<file path="src/rtl/lsu_ctrl_pkg.sv">
// Shared constants for the load/store unit: RV32I funct3 width codes,
// exception codes and the controller state type.
package lsu_ctrl_pkg;

    localparam logic [2:0] F3_LB  = 3'd0;
    localparam logic [2:0] F3_LH  = 3'd1;
    localparam logic [2:0] F3_LW  = 3'd2;
    localparam logic [2:0] F3_LBU = 3'd4;
    localparam logic [2:0] F3_LHU = 3'd5;
    localparam logic [2:0] F3_SB  = 3'd0;
    localparam logic [2:0] F3_SH  = 3'd1;
    localparam logic [2:0] F3_SW  = 3'd2;

    localparam logic [1:0] EXC_MISALIGNED = 2'd0;
    localparam logic [1:0] EXC_ILLEGAL    = 2'd1;
    localparam logic [1:0] EXC_RANGE      = 2'd2;

    typedef enum logic {
        ST_IDLE      = 1'b0,
        ST_LOAD_WAIT = 1'b1
    } lsu_state_e;

endpackage

</file>
<file path="src/rtl/lsu_ctrl_load_align.sv">
// Picks the addressed byte or half out of a memory word and sign- or
// zero-extends it according to the load's funct3.
module load_align
    import lsu_ctrl_pkg::*;
(
    input  logic [1:0]  offset_i,
    input  logic [2:0]  funct3_i,
    input  logic [31:0] rdata_i,
    output logic [31:0] data_o
);

    logic [7:0]  byte_sel;
    logic [15:0] half_sel;

    always_comb begin
        byte_sel = rdata_i[8*offset_i +: 8];
        half_sel = offset_i[1] ? rdata_i[31:16] : rdata_i[15:0];
        unique case (funct3_i)
            F3_LB:   data_o = {{24{byte_sel[7]}}, byte_sel};
            F3_LH:   data_o = {{16{half_sel[15]}}, half_sel};
            F3_LBU:  data_o = {24'd0, byte_sel};
            F3_LHU:  data_o = {16'd0, half_sel};
            default: data_o = rdata_i;
        endcase
    end

endmodule

</file>
<file path="src/rtl/lsu_ctrl.sv">
// Load/store controller: one request at a time, combinational store lanes,
// one-cycle-latency loads with registered write-back and registered faults.
module lsu_ctrl
    import lsu_ctrl_pkg::*;
#(
    parameter int MEM_AW = 12
) (
    input  logic        clk,
    input  logic        rst_n,
    input  logic        req_valid_i,
    output logic        req_ready_o,
    input  logic        req_we_i,
    input  logic [2:0]  req_funct3_i,
    input  logic [31:0] req_addr_i,
    input  logic [31:0] req_wdata_i,
    input  logic [4:0]  req_rd_i,
    input  logic        flush_i,
    output logic [31:0] w_addr_o,
    output logic [31:0] r_addr_o,
    output logic [31:0] w_data_o,
    output logic [3:0]  w_en_o,
    output logic        r_en_o,
    input  logic [31:0] r_data_i,
    output logic        wb_valid_o,
    output logic [4:0]  wb_rd_o,
    output logic [31:0] wb_data_o,
    output logic        exc_valid_o,
    output logic        exc_store_o,
    output logic [1:0]  exc_code_o,
    output logic [31:0] exc_addr_o
);

    lsu_state_e  state_q, state_d;
    logic [1:0]  off_q, off_d;
    logic [2:0]  f3_q, f3_d;
    logic [4:0]  rd_q, rd_d;
    logic        wb_valid_q, wb_valid_d;
    logic [4:0]  wb_rd_q, wb_rd_d;
    logic [31:0] wb_data_q, wb_data_d;
    logic        exc_valid_q, exc_valid_d;
    logic        exc_store_q, exc_store_d;
    logic [1:0]  exc_code_q, exc_code_d;
    logic [31:0] exc_addr_q, exc_addr_d;

    logic        accept;
    logic        illegal;
    logic        misaligned;
    logic        out_of_range;
    logic        fault;
    logic [1:0]  fault_code;
    logic [3:0]  lane_mask;
    logic [31:0] word_idx;
    logic [31:0] align_data;

    load_align u_load_align (
        .offset_i (off_q),
        .funct3_i (f3_q),
        .rdata_i  (r_data_i),
        .data_o   (align_data)
    );

    // Request decode and memory-side strobes, all in the accepting cycle.
    always_comb begin
        req_ready_o = (state_q == ST_IDLE) & ~flush_i;
        accept      = req_valid_i & req_ready_o;

        if (req_we_i) begin
            illegal = (req_funct3_i >= 3'd3);
        end else begin
            illegal = (req_funct3_i == 3'd3) | (req_funct3_i == 3'd6) | (req_funct3_i == 3'd7);
        end
        misaligned   = ((req_funct3_i[1:0] == 2'd1) & req_addr_i[0])
                     | ((req_funct3_i[1:0] == 2'd2) & (req_addr_i[1:0] != 2'd0));
        out_of_range = ((req_addr_i >> (MEM_AW + 2)) != 32'd0);
        fault        = illegal | misaligned | out_of_range;

        if (illegal) begin
            fault_code = EXC_ILLEGAL;
        end else if (misaligned) begin
            fault_code = EXC_MISALIGNED;
        end else begin
            fault_code = EXC_RANGE;
        end

        word_idx = {{(32 - MEM_AW){1'b0}}, req_addr_i[MEM_AW+1:2]};
        w_addr_o = word_idx;
        r_addr_o = word_idx;

        unique case (req_funct3_i[1:0])
            2'd0: begin
                lane_mask = 4'b0001 << req_addr_i[1:0];
                w_data_o  = {4{req_wdata_i[7:0]}};
            end
            2'd1: begin
                lane_mask = req_addr_i[1] ? 4'b1100 : 4'b0011;
                w_data_o  = {2{req_wdata_i[15:0]}};
            end
            default: begin
                lane_mask = 4'b1111;
                w_data_o  = req_wdata_i;
            end
        endcase

        w_en_o = (accept & req_we_i & ~fault) ? lane_mask : 4'b0000;
        r_en_o = accept & ~req_we_i & ~fault;
    end

    always_comb begin
        state_d     = state_q;
        off_d       = off_q;
        f3_d        = f3_q;
        rd_d        = rd_q;
        wb_valid_d  = 1'b0;
        wb_rd_d     = wb_rd_q;
        wb_data_d   = wb_data_q;
        exc_valid_d = 1'b0;
        exc_store_d = exc_store_q;
        exc_code_d  = exc_code_q;
        exc_addr_d  = exc_addr_q;

        unique case (state_q)
            ST_IDLE: begin
                if (accept && fault) begin
                    exc_valid_d = 1'b1;
                    exc_store_d = req_we_i;
                    exc_code_d  = fault_code;
                    exc_addr_d  = req_addr_i;
                end else if (accept && !req_we_i) begin
                    off_d   = req_addr_i[1:0];
                    f3_d    = req_funct3_i;
                    rd_d    = req_rd_i;
                    state_d = ST_LOAD_WAIT;
                end
            end
            ST_LOAD_WAIT: begin
                // A flush here simply drops the returning read data.
                state_d = ST_IDLE;
                if (!flush_i) begin
                    wb_valid_d = 1'b1;
                    wb_rd_d    = rd_q;
                    wb_data_d  = align_data;
                end
            end
            default: state_d = ST_IDLE;
        endcase
    end

    always_ff @(posedge clk) begin
        if (!rst_n) begin
            state_q     <= ST_IDLE;
            off_q       <= 2'd0;
            f3_q        <= 3'd0;
            rd_q        <= 5'd0;
            wb_valid_q  <= 1'b0;
            wb_rd_q     <= 5'd0;
            wb_data_q   <= 32'd0;
            exc_valid_q <= 1'b0;
            exc_store_q <= 1'b0;
            exc_code_q  <= 2'd0;
            exc_addr_q  <= 32'd0;
        end else begin
            state_q     <= state_d;
            off_q       <= off_d;
            f3_q        <= f3_d;
            rd_q        <= rd_d;
            wb_valid_q  <= wb_valid_d;
            wb_rd_q     <= wb_rd_d;
            wb_data_q   <= wb_data_d;
            exc_valid_q <= exc_valid_d;
            exc_store_q <= exc_store_d;
            exc_code_q  <= exc_code_d;
            exc_addr_q  <= exc_addr_d;
        end
    end

    assign wb_valid_o  = wb_valid_q;
    assign wb_rd_o     = wb_rd_q;
    assign wb_data_o   = wb_data_q;
    assign exc_valid_o = exc_valid_q;
    assign exc_store_o = exc_store_q;
    assign exc_code_o  = exc_code_q;
    assign exc_addr_o  = exc_addr_q;

endmodule

</file>
<file path="config.mk">
export PLATFORM = sky130hd
export DESIGN_NAME = lsu_ctrl
export DESIGN_NICKNAME = d
export VERILOG_FILES = /design/src/rtl/lsu_ctrl_pkg.sv /design/src/rtl/lsu_ctrl_load_align.sv /design/src/rtl/lsu_ctrl.sv
export SDC_FILE = /design/constraint.sdc
export NUM_CORES = 1
export LEC_CHECK = 0
export ABC_CLOCK_PERIOD_IN_PS = 1500
export CAP_MARGIN = 20
export CORE_ASPECT_RATIO = 2
export CORE_MARGIN = 2
export CORE_UTILIZATION = 35
export DETAILED_ROUTE_END_ITERATION = 16
export MAX_ROUTING_LAYER = met4
export PLACE_DENSITY_LB_ADDON = 0.08
export SETUP_SLACK_MARGIN = 0.3
export SYNTH_ARGS = -nofsm -noshare
export SYNTH_HDL_FRONTEND = slang
export SYNTH_SLANG_ARGS = --single-unit
</file>
<file path="constraint.sdc">
create_clock -name clk -period 1.5 [get_ports clk]
set_clock_uncertainty 0.1 [all_clocks]
set_input_delay 0.225 -clock clk [delete_from_list [all_inputs] [get_ports clk]]
set_output_delay 0.225 -clock clk [all_outputs]
set_load 0.005 [all_outputs]
</file>
==> summary.txt, run 1 <==
Critical Path AT -> 1590 ps
Delay-heaviest family, CP -> buffers and inverters
Largest stage delay on the critical path -> 270 ps
Clock sinks -> 85
F_max -> 523 MHz
Fin worst setup slack -> -413 ps
GP Congestion -> 0.791
Critical path startpoint -> req_addr_i[24]
Clock transition at path regs -> 60 ps
Post-route antenna net violation count -> 0
Initial antenna violation count -> 0
Synth async-reset ratio -> 0
RR Startpoint -> state_q$_SDFF_PP0_
CTS buffer count -> 9
Final WL -> 17.4 mm
Comb power frac -> 0.218
RSZ-0062 raised after global routing -> yes
Vias/cell -> 4.84
Req. time, crit path -> 1170 ps
Sequential power share -> 0.414
Placed Instance Area -> 7770 um2
# diodes -> 0
Highest-delay cell along the critical path -> dlygate4sd2_1
Via count -> 5377
Pre-antenna DRT Iters -> 4
HP Class -> primary input to register
Clock power frac -> 0.369
Top cell type's share of synthesized area -> 0.338
Lkg Pwr -> 3.99 nW
Netlist cell types -> 45
Bufs and invs on worst path -> 4
Max Cap Viol -> 0
Dpl hpwl -> 11.9 mm
Num rows -> 62
Wire per inst -> 15.6 um
Overall routing resource usage -> 0.223
Final setup viols -> 104
Register-to-Register Path Depth -> 8
Max IR drop VDD -> 0.482 mV
Cell area power density -> 628 nW/um2
Violated checks -> negative setup slack
Clock Latency Late Sink -> 330 ps
Netlist Area Pre-Place -> 5030 um2
Worst hold start -> req_addr_i[31]
Die Wd -> 88.8 um
Switching power -> 1.43 mW
CTS tree -> done
Initial drt markers -> 154
CP Class -> primary input to primary output
First-pass GRT wire length -> 26.7 mm
H-tree depth -> 3
Hold Fails Final Rpt -> 0
Number of flops mapped to enable cells by yosys -> 0
Layout cells sized above 1 -> 0.518
Prevailing post-synth register cell -> dfxtp_1
Area contributors post-synth -> dfxtp_1 34%, buf_4 11%, nand2_1 8.7%, mux2i_1 8.6%, mux2_2 5.1%
Area grow syn2layout -> 78.2%
Syn avg cell area -> 8.39 um2
Fin Setup TNS -> -21810 ps
Critical path endpoint category -> primary output
Startpoint Class -> primary input
Worst-case clock buffer depth -> 2
Core Area -> 14200 um2
CP Cell Sequence -> dlygate4sd2_1 -> nor4_4 -> and4_4 -> nand4_1 -> buf_4 -> buf_6 -> a21oi_2 -> buf_2
Multi-input gate area -> 3160 um2
Num ports -> 285
Count of input and output buffers -> 244
Synth Warn # -> 0
Nets -> 1024
Residual DRC count -> 0
Gr ovfl total -> 0
Die height -> 174 um
Register area share after synthesis -> 0.338
Cts hold-fix bufs -> 0
Period minus WS final -> 1910 ps
Critical Path Stages -> 8
Vias in the first global route -> 5194
Most common cell after layout, fill and taps aside -> nand2_1
Highest-count cells in the layout ignoring fill and taps -> 103 x nand2_1, 67 x dlygate4sd2_1, 64 x dfxtp_2, 64 x buf_4
Worst Hold Depth -> 3
Register area -> 1790 um2
Largest net degree at the start of global routing -> 46
Root buf cell -> clkbuf_16
Initial Util -> 0.354
Slew Viols, Final -> 0
Synth Register Bits -> 85
Status -> complete, but fails checks
Final instance area -> 8970 um2
Fillers -> 1307
CP max FO -> 2
Mapped Cells -> 600
Die area -> 15400 um2
Fin crit share -> 1.28
Cell-internal power -> 4.21 mW
Switching part of the total -> 0.253
Leading area contributor after synthesis -> dfxtp_1
[layout make-up]
cell class,count,area share
timing repair buffer,381,0.389
clock buffer,13,0.0279
multi-input combinational,434,0.352
inverter,4,0.00209
clock inverter,3,0.00237
tap,192,0.0268
sequential,85,0.199
[cell families (layout without fill, tap and decap cells)]
kind of cell	count (synthesis)	after routing	synth area share
AOI/OAI and AO/OA	129	129	0.172
buffers and inverters	120	401	0.159
DFF	85	85	0.338
muxes	67	67	0.141
other	1	40	0.000745
and+or+nand+nor	198	198	0.189
[power by group through the flow]
| stage | Clock, mW | Combinational (mW) | Sequential, mW |
|---|---|---|---|
| 2_1_floorplan | 0 | 0.509 | 2.39 |
| 3_3_place_gp | 0 | 1.12 | 2.38 |
| 3_5_place_dp | 0 | 1.12 | 2.38 |
| 4_1_cts | 2.13 | 1.18 | 2.33 |
| 5_1_grt | 2.22 | 1.32 | 2.34 |
| 6_report | 2.08 | 1.23 | 2.33 |
[registers in the layout (all words and copies together), names as in the netlist, 2 cells and up]
name and cells:
exc_addr_o 32, wb_data_o 32, rd_q 5, wb_rd_o 5
f3_q 3, exc_code_o 2, off_q 2
[worst paths after layout]
check                                     end  slack, ps
setup / recovery                    w_en_o[1]       -410
hold reg to reg    exc_addr_o[1]$_SDFFE_PN0P_        350
setup reg to reg  exc_addr_o[27]$_SDFFE_PN0P_       -390
hold / removal    exc_addr_o[31]$_SDFFE_PN0P_         30
[metal layers]
layer / wire [um] / vias to the layer above / part of all wire / GRT usage
met2: 8600 / 212 / 0.49 / 0.359
met3: 1060 / 31 / 0.061 / 0.0424
li1: - / 2622 / - / -
met4: 493 / 0 / 0.028 / 0.0783
met5: 0 / - / 0 / -
met1: 7230 / 2512 / 0.42 / 0.273
[synthesized netlist by cell type (3+ instances only)]
library cell	number
buf_6	3
buf_4	72
a21oi_2	11
nand3_1	7
nor4_1	3
mux2_2	23
nor2_1	22
nor2b_1	3
inv_1	4
a211o_1	7
dfxtp_1	85
o21ai_0	27
nand4_1	12
o31ai_1	18
nand2b_1	7
nand2_1	117
nand3b_1	8
o211ai_1	9
buf_2	6
clkbuf_1	30
and3b_1	7
mux2i_1	43
buf_12	3
a211oi_1	8
a21oi_1	42
[worst min-delay path, stage by stage]
cell	delay [ps]
buf_6	100
nand2_1	50
mux2i_1	60
[metrics by stage]
step / setup slack, ps / instances / power (mW) / hold WS, ps / util
floorplan: -115 / 639 / 2.89 / 267 / -
global placement: -1080 / 1028 / 3.49 / 343 / 0.548
detailed placement: -1100 / 1028 / 3.50 / 345 / 0.548
CTS: -436 / 1095 / 5.64 / 27.4 / 0.624
global route: -500 / 1112 / 5.87 / 36.0 / 0.632
finish: -413 / 1112 / 5.63 / 30.5 / 0.632
[timing repair]
action	in CTS	in global routing
setup endpoints to repair	221	167
gates resized for setup	695	121
pin swaps	40	27
setup buffers	45	16
gates cloned	6	1
Power figures use the tool's default switching activity.
==> inputs of run 2 (changes only) <==
--- a/config.mk
+++ b/config.mk
@@ -9,7 +9,8 @@
 export CAP_MARGIN = 20
 export CORE_ASPECT_RATIO = 2
 export CORE_MARGIN = 2
-export CORE_UTILIZATION = 35
+export CORE_UTILIZATION = 36
+export CTS_BUF_LIST = sky130_fd_sc_hd__clkbuf_8
 export DETAILED_ROUTE_END_ITERATION = 16
 export MAX_ROUTING_LAYER = met4
 export PLACE_DENSITY_LB_ADDON = 0.08
==> run 2 against run 1 <==
  * The flow still finishes with violations (negative setup slack)
  * Register-to-register slack improved by 100 ps
  * Global-route usage is 3.8 points higher
  * Cell count up 0.90%
  * Critical path type unchanged
  * Critical endpoint is now w_en_o[3]
  * Highest routed layer unchanged
==> summary.txt, run 2 (same netlist as run 1, synthesis figures left out) <==
Status -> complete, but fails checks
Violated checks -> negative setup slack
Multi-input gate area -> 3100 um2
Critical Path AT -> 1480 ps
Critical Path Stages -> 7
Req. time, crit path -> 1170 ps
GP Congestion -> 0.894
Gr ovfl total -> 0
Worst hold start -> req_addr_i[29]
DP Worst Slack -> -1200 ps
Vias in the first global route -> 5656
Nets -> 1037
Wire per inst -> 17.5 um
Period minus WS final -> 1810 ps
Initial Util -> 0.364
Initial drt markers -> 154
Bufs and invs on worst path -> 3
Largest stage delay on the critical path -> 300 ps
Max Cap Viol -> 0
Clock transition at path regs -> 90 ps
CP Class -> primary input to primary output
Die area -> 15000 um2
# diodes -> 0
CTS buffer count -> 9
HP Class -> primary input to register
H-tree depth -> 3
RSZ-0062 raised after global routing -> yes
F_max -> 553 MHz
Count of input and output buffers -> 244
First-pass GRT wire length -> 29.1 mm
Slew Viols, Final -> 0
Most common cell after layout, fill and taps aside -> nand2_1
Die Wd -> 87.6 um
Num ports -> 285
CP max FO -> 4
Largest net degree at the start of global routing -> 37
Final setup viols -> 88
Root buf cell -> clkbuf_8
Critical path startpoint -> req_addr_i[1]
Fin crit share -> 1.21
Dpl hpwl -> 14.5 mm
Vias/cell -> 4.92
Delay-heaviest family, CP -> buffers and inverters
Fin worst setup slack -> -309 ps
Die height -> 171 um
RR Startpoint -> state_q$_SDFF_PP0_
Overall routing resource usage -> 0.261
Critical path endpoint category -> primary output
Fillers -> 1250
Lkg Pwr -> 4.01 nW
Final WL -> 19.6 mm
Pre-antenna DRT Iters -> 4
CTS tree -> done
Num rows -> 61
Initial antenna violation count -> 0
Core Area -> 13800 um2
Hold Fails Final Rpt -> 0
Highest-count cells in the layout ignoring fill and taps -> 115 x nand2_1, 92 x buf_2, 90 x buf_4, 69 x dfxtp_2, 57 x buf_6
Layout cells sized above 1 -> 0.511
CP Cell Sequence -> clkdlybuf4s15_1 -> nor4_4 -> o211a_4 -> nand4_1 -> buf_6 -> a21oi_2 -> buf_2
Via count -> 5517
Clock Latency Late Sink -> 350 ps
Worst Hold Depth -> 3
Fin Setup TNS -> -16120 ps
Worst-case clock buffer depth -> 2
Post-route antenna net violation count -> 0
Residual DRC count -> 0
Highest-delay cell along the critical path -> nor4_4
Area grow syn2layout -> 77.7%
Clock sinks -> 85
Max IR drop VDD -> 0.380 mV
Cell area power density -> 616 nW/um2
Register-to-Register Path Depth -> 7
Startpoint Class -> primary input
Register area -> 1800 um2
run 2: cell count changes in the layout (fill, tap and decap cells not counted), sizes merged, moves of 2 or more:
cell / change
bufinv: +2
inv: +2
clkdlybuf4s50: +5
dlygate4sd2: -13
buf: +47
clkdlybuf4s15: +5
clkbuf: -36
run 2: layout make-up:
class / count / area share
tap: 189 / 0.0264
inverter: 4 / 0.00168
clock inverter: 6 / 0.00979
multi-input combinational: 434 / 0.346
timing repair buffer: 394 / 0.399
sequential: 85 / 0.201
clock buffer: 10 / 0.0154
run 2: power breakdown:
group / internal [mW] / total [mW] / switching [mW]
Sequential: 2.31 / 2.33 / 0.0235
Combinational: 0.783 / 1.32 / 0.535
Clock: 0.981 / 1.87 / 0.884
run 2: through the flow:
step / hold WS, ps / total power, mW / utilization / cells / area (um2)
floorplan: 267 / 2.89 / - / 639 / 5370
global placement: 340 / 3.57 / 0.577 / 1046 / 7970
detailed placement: 350 / 3.58 / 0.577 / 1046 / 7970
CTS: -19.3 / 5.52 / 0.630 / 1109 / 8700
global route: 50.3 / 5.73 / 0.647 / 1122 / 8940
finish: 43.6 / 5.51 / 0.647 / 1122 / 8940
run 2: worst paths after layout:
kind	to	slack [ps]
setup / recovery	w_en_o[3]	-310
hold reg to reg	wb_rd_o[2]$_SDFFE_PN0P_	350
setup reg to reg	exc_addr_o[24]$_SDFFE_PN0P_	-290
hold / removal	exc_addr_o[29]$_SDFFE_PN0P_	40
run 2: per-layer routing:
metal	vias to the layer above	routed length, um	share of wire	GRT usage
li1	2633	-	-	-
met1	2645	6460	0.33	0.232
met2	212	11700	0.60	0.522
met3	27	746	0.038	0.0336
met4	0	722	0.037	0.114
met5	-	0	0	-
run 2: worst reg2reg max path, delay by kind of cell (launching register included):
| family | cells | cell delay (ps) |
|---|---|---|
| AOI/OAI and AO/OA | 1 | 190 |
| buffers and inverters | 4 | 500 |
| and+or+nand+nor | 1 | 400 |
| DFF | 1 | 330 |
| muxes | 1 | 180 |
run 2: what timing repair did:
| action | 4_1_cts | 5_1_grt |
|---|---|---|
| setup endpoints to repair | 221 | 119 |
| buffers inserted | 41 | 12 |
| gates resized for setup | 783 | 39 |
| cloned | 6 | 0 |
| hold endpoints to repair | 1 | 1 |
| pin swaps | 47 | 32 |
==> inputs of run 3 (changes only) <==
--- a/config.mk
+++ b/config.mk
@@ -11,6 +11,7 @@
 export CORE_MARGIN = 2
 export CORE_UTILIZATION = 36
 export CTS_BUF_LIST = sky130_fd_sc_hd__clkbuf_8
+export CTS_CLUSTER_SIZE = 24
 export DETAILED_ROUTE_END_ITERATION = 16
 export MAX_ROUTING_LAYER = met4
 export PLACE_DENSITY_LB_ADDON = 0.08
==> results of run 3 <==
Final layout, timing and power as in run 2 (identical DEF).
==> RTL change: new RTL, flow settings as in run 3 <==
Change the parameter `MEM_AW` from 12 to 10.
--- a/src/rtl/lsu_ctrl.sv
+++ b/src/rtl/lsu_ctrl.sv
@@ -3,7 +3,7 @@
 module lsu_ctrl
     import lsu_ctrl_pkg::*;
 #(
-    parameter int MEM_AW = 12
+    parameter int MEM_AW = 10
 ) (
     input  logic        clk,
     input  logic        rst_n,
Formal check against the unedited RTL: not equivalent (Yosys sat finds a counterexample within 4 cycles, from zero or initial values and one cycle with rst_n low).
==> RTL change against run 3 <==
The run still ends with negative setup slack left; area after synthesis down 7.8%; worst setup slack worse by 470 ps; design area down 3.7%; routed wire length down 7.5%; global-route usage down 0.93 points; total power down 0.87%; non-clock buffer count down 16; sequential cell count unchanged; fmax down 21%; critical endpoint unchanged; largest cell class unchanged.
==> RTL change: results (changes against run 3) <==
{
  "violations": {"value": "negative setup slack"},
  "postRouteWirelength": {"value": 18200, "unit": "µm", "change": "-7.5%"},
  "synth_area_per_cell": {"value": 8.59, "unit": "µm²", "change": "+2.4%"},
  "non_clock_buffer_count": {"value": 378, "change": "-4.1%"},
  "detailedPlacementHpwl": {"value": 12000, "unit": "µm", "change": "-17%"},
  "post_synthesis_sequential_area_ratio": {"value": 0.367, "change": "+0.0286"},
  "place.detailed.instances": {"value": 927, "change": "-11%"},
  "final.setup.worst_slack": {"value": -782, "unit": "ps", "change": "-474 ps"},
  "run_status": {"value": "finished with violations"},
  "rr_worst_depth": {"value": 10, "change": "+3"},
  "seq_share": {"value": 0.210, "change": "+0.00853"},
  "min_from": {"value": "req_addr_i[21]"},
  "startpoint": {"value": "req_addr_i[15]"},
  "internal_power_consumption": {"value": 3.92, "unit": "mW", "change": "-3.7%"},
  "critPathSlowestCell": {"value": "sky130_fd_sc_hd__or4_4"},
  "power.static_leakage": {"value": 3.96, "unit": "nW", "change": "-1.3%"},
  "timing.hold.worst_path_depth": {"value": 2, "change": "-1"},
  "globalRouteMet2Util": {"value": 0.466, "change": "-0.0560"},
  "area_of_the_multi_input_gates": {"value": 2890, "unit": "µm²", "change": "-6.7%"},
  "totalNegativeSetupSlack": {"value": -33020, "unit": "ps", "change": "-16900 ps"},
  "synth.cells.most_frequent": {"value": "87 x sky130_fd_sc_hd__nand2_1, 85 x sky130_fd_sc_hd__dfxtp_1, 75 x sky130_fd_sc_hd__buf_4, 55 x sky130_fd_sc_hd__a21oi_1, 39 x sky130_fd_sc_hd__mux2i_1"},
  "cp_data_arrival_time": {"value": 1960, "unit": "ps", "change": "+480 ps"},
  "portBuffers": {"value": 240, "change": "-1.6%"},
  "final_nets": {"value": 968, "change": "-6.7%"},
  "clock_cell_area_share": {"value": 0.0257, "change": "+0.000522"},
  "placed_cell_area": {"value": 7400, "unit": "µm²", "change": "-7.2%"},
  "non_clk_invs": {"value": 6, "change": "+2"},
  "grt_usage": {"value": 0.252, "change": "-0.00929"},
  "setup_viol": {"value": 98, "change": "+11%"},
  "globalplace.congestion": {"value": 0.836, "change": "-6.5%"},
  "final.clkbuf_count": {"value": 9, "change": "-1"},
  "post_synth_num_cell_types": {"value": 38, "change": "-16%"},
  "first_global_vias": {"value": 5330, "change": "-5.8%"}
}
==> RTL change: path summary, 6_finish.rpt <==
check | endpoint | slack [ps]
min | exc_addr_o[21]$_SDFFE_PN0P_ | 20
max reg2reg | exc_addr_o[12]$_SDFFE_PN0P_ | -660
min reg2reg | wb_rd_o[4]$_SDFFE_PN0P_ | 350
max | w_en_o[3] | -780
==> RTL change: logic make-up (layout without fill, tap and decap cells) <==
logic type | after synthesis | in the layout | share of synthesized area
mux | 63 | 63 | 0.145
compound gates | 139 | 139 | 0.185
flops | 85 | 85 | 0.367
other cells | 1 | 44 | 0.000808
buf+inv | 119 | 400 | 0.161
simple gates | 133 | 133 | 0.142
==> RTL change: power groups by stage <==
stage / combinational [mW] / sequential, mW / clock (mW)
floorplan: 0.484 / 2.39 / 0
global placement: 1.12 / 2.39 / 0
detailed placement: 1.13 / 2.39 / 0
CTS: 1.23 / 2.34 / 1.86
global route: 1.39 / 2.35 / 1.96
finish: 1.31 / 2.34 / 1.82
==> RTL change: layer usage <==
metal / vias up / part of all wire
li1: 2420 / -
met1: 2470 / 0.34
met2: 228 / 0.56
met3: 38 / 0.061
met4: 0 / 0.038
met5: - / 0
==> RTL change: what timing repair did <==
item,CTS,global route
pin swaps,32,21
hold buffers,6,1
setup endpoints to repair,217,121
buffers inserted,42,11
cloned,8,3
resized for setup,793,52
hold endpoints to repair,6,1
==> RTL change: stage by stage <==
step / setup slack [ps] / util / hold slack, ps
after floorplan: -231 / - / 250
after global placement: -1430 / 0.590 / 341
after detailed placement: -1410 / 0.590 / 346
after CTS: -745 / 0.663 / 2.50
after global routing: -832 / 0.686 / 17.4
final: -782 / 0.686 / 21.5
==> RTL change: critical path, delay by kind of cell <==
family          cells  cell delay (ps)
simple gates        2             1120
compound gates      1              130
buf+inv             3              480
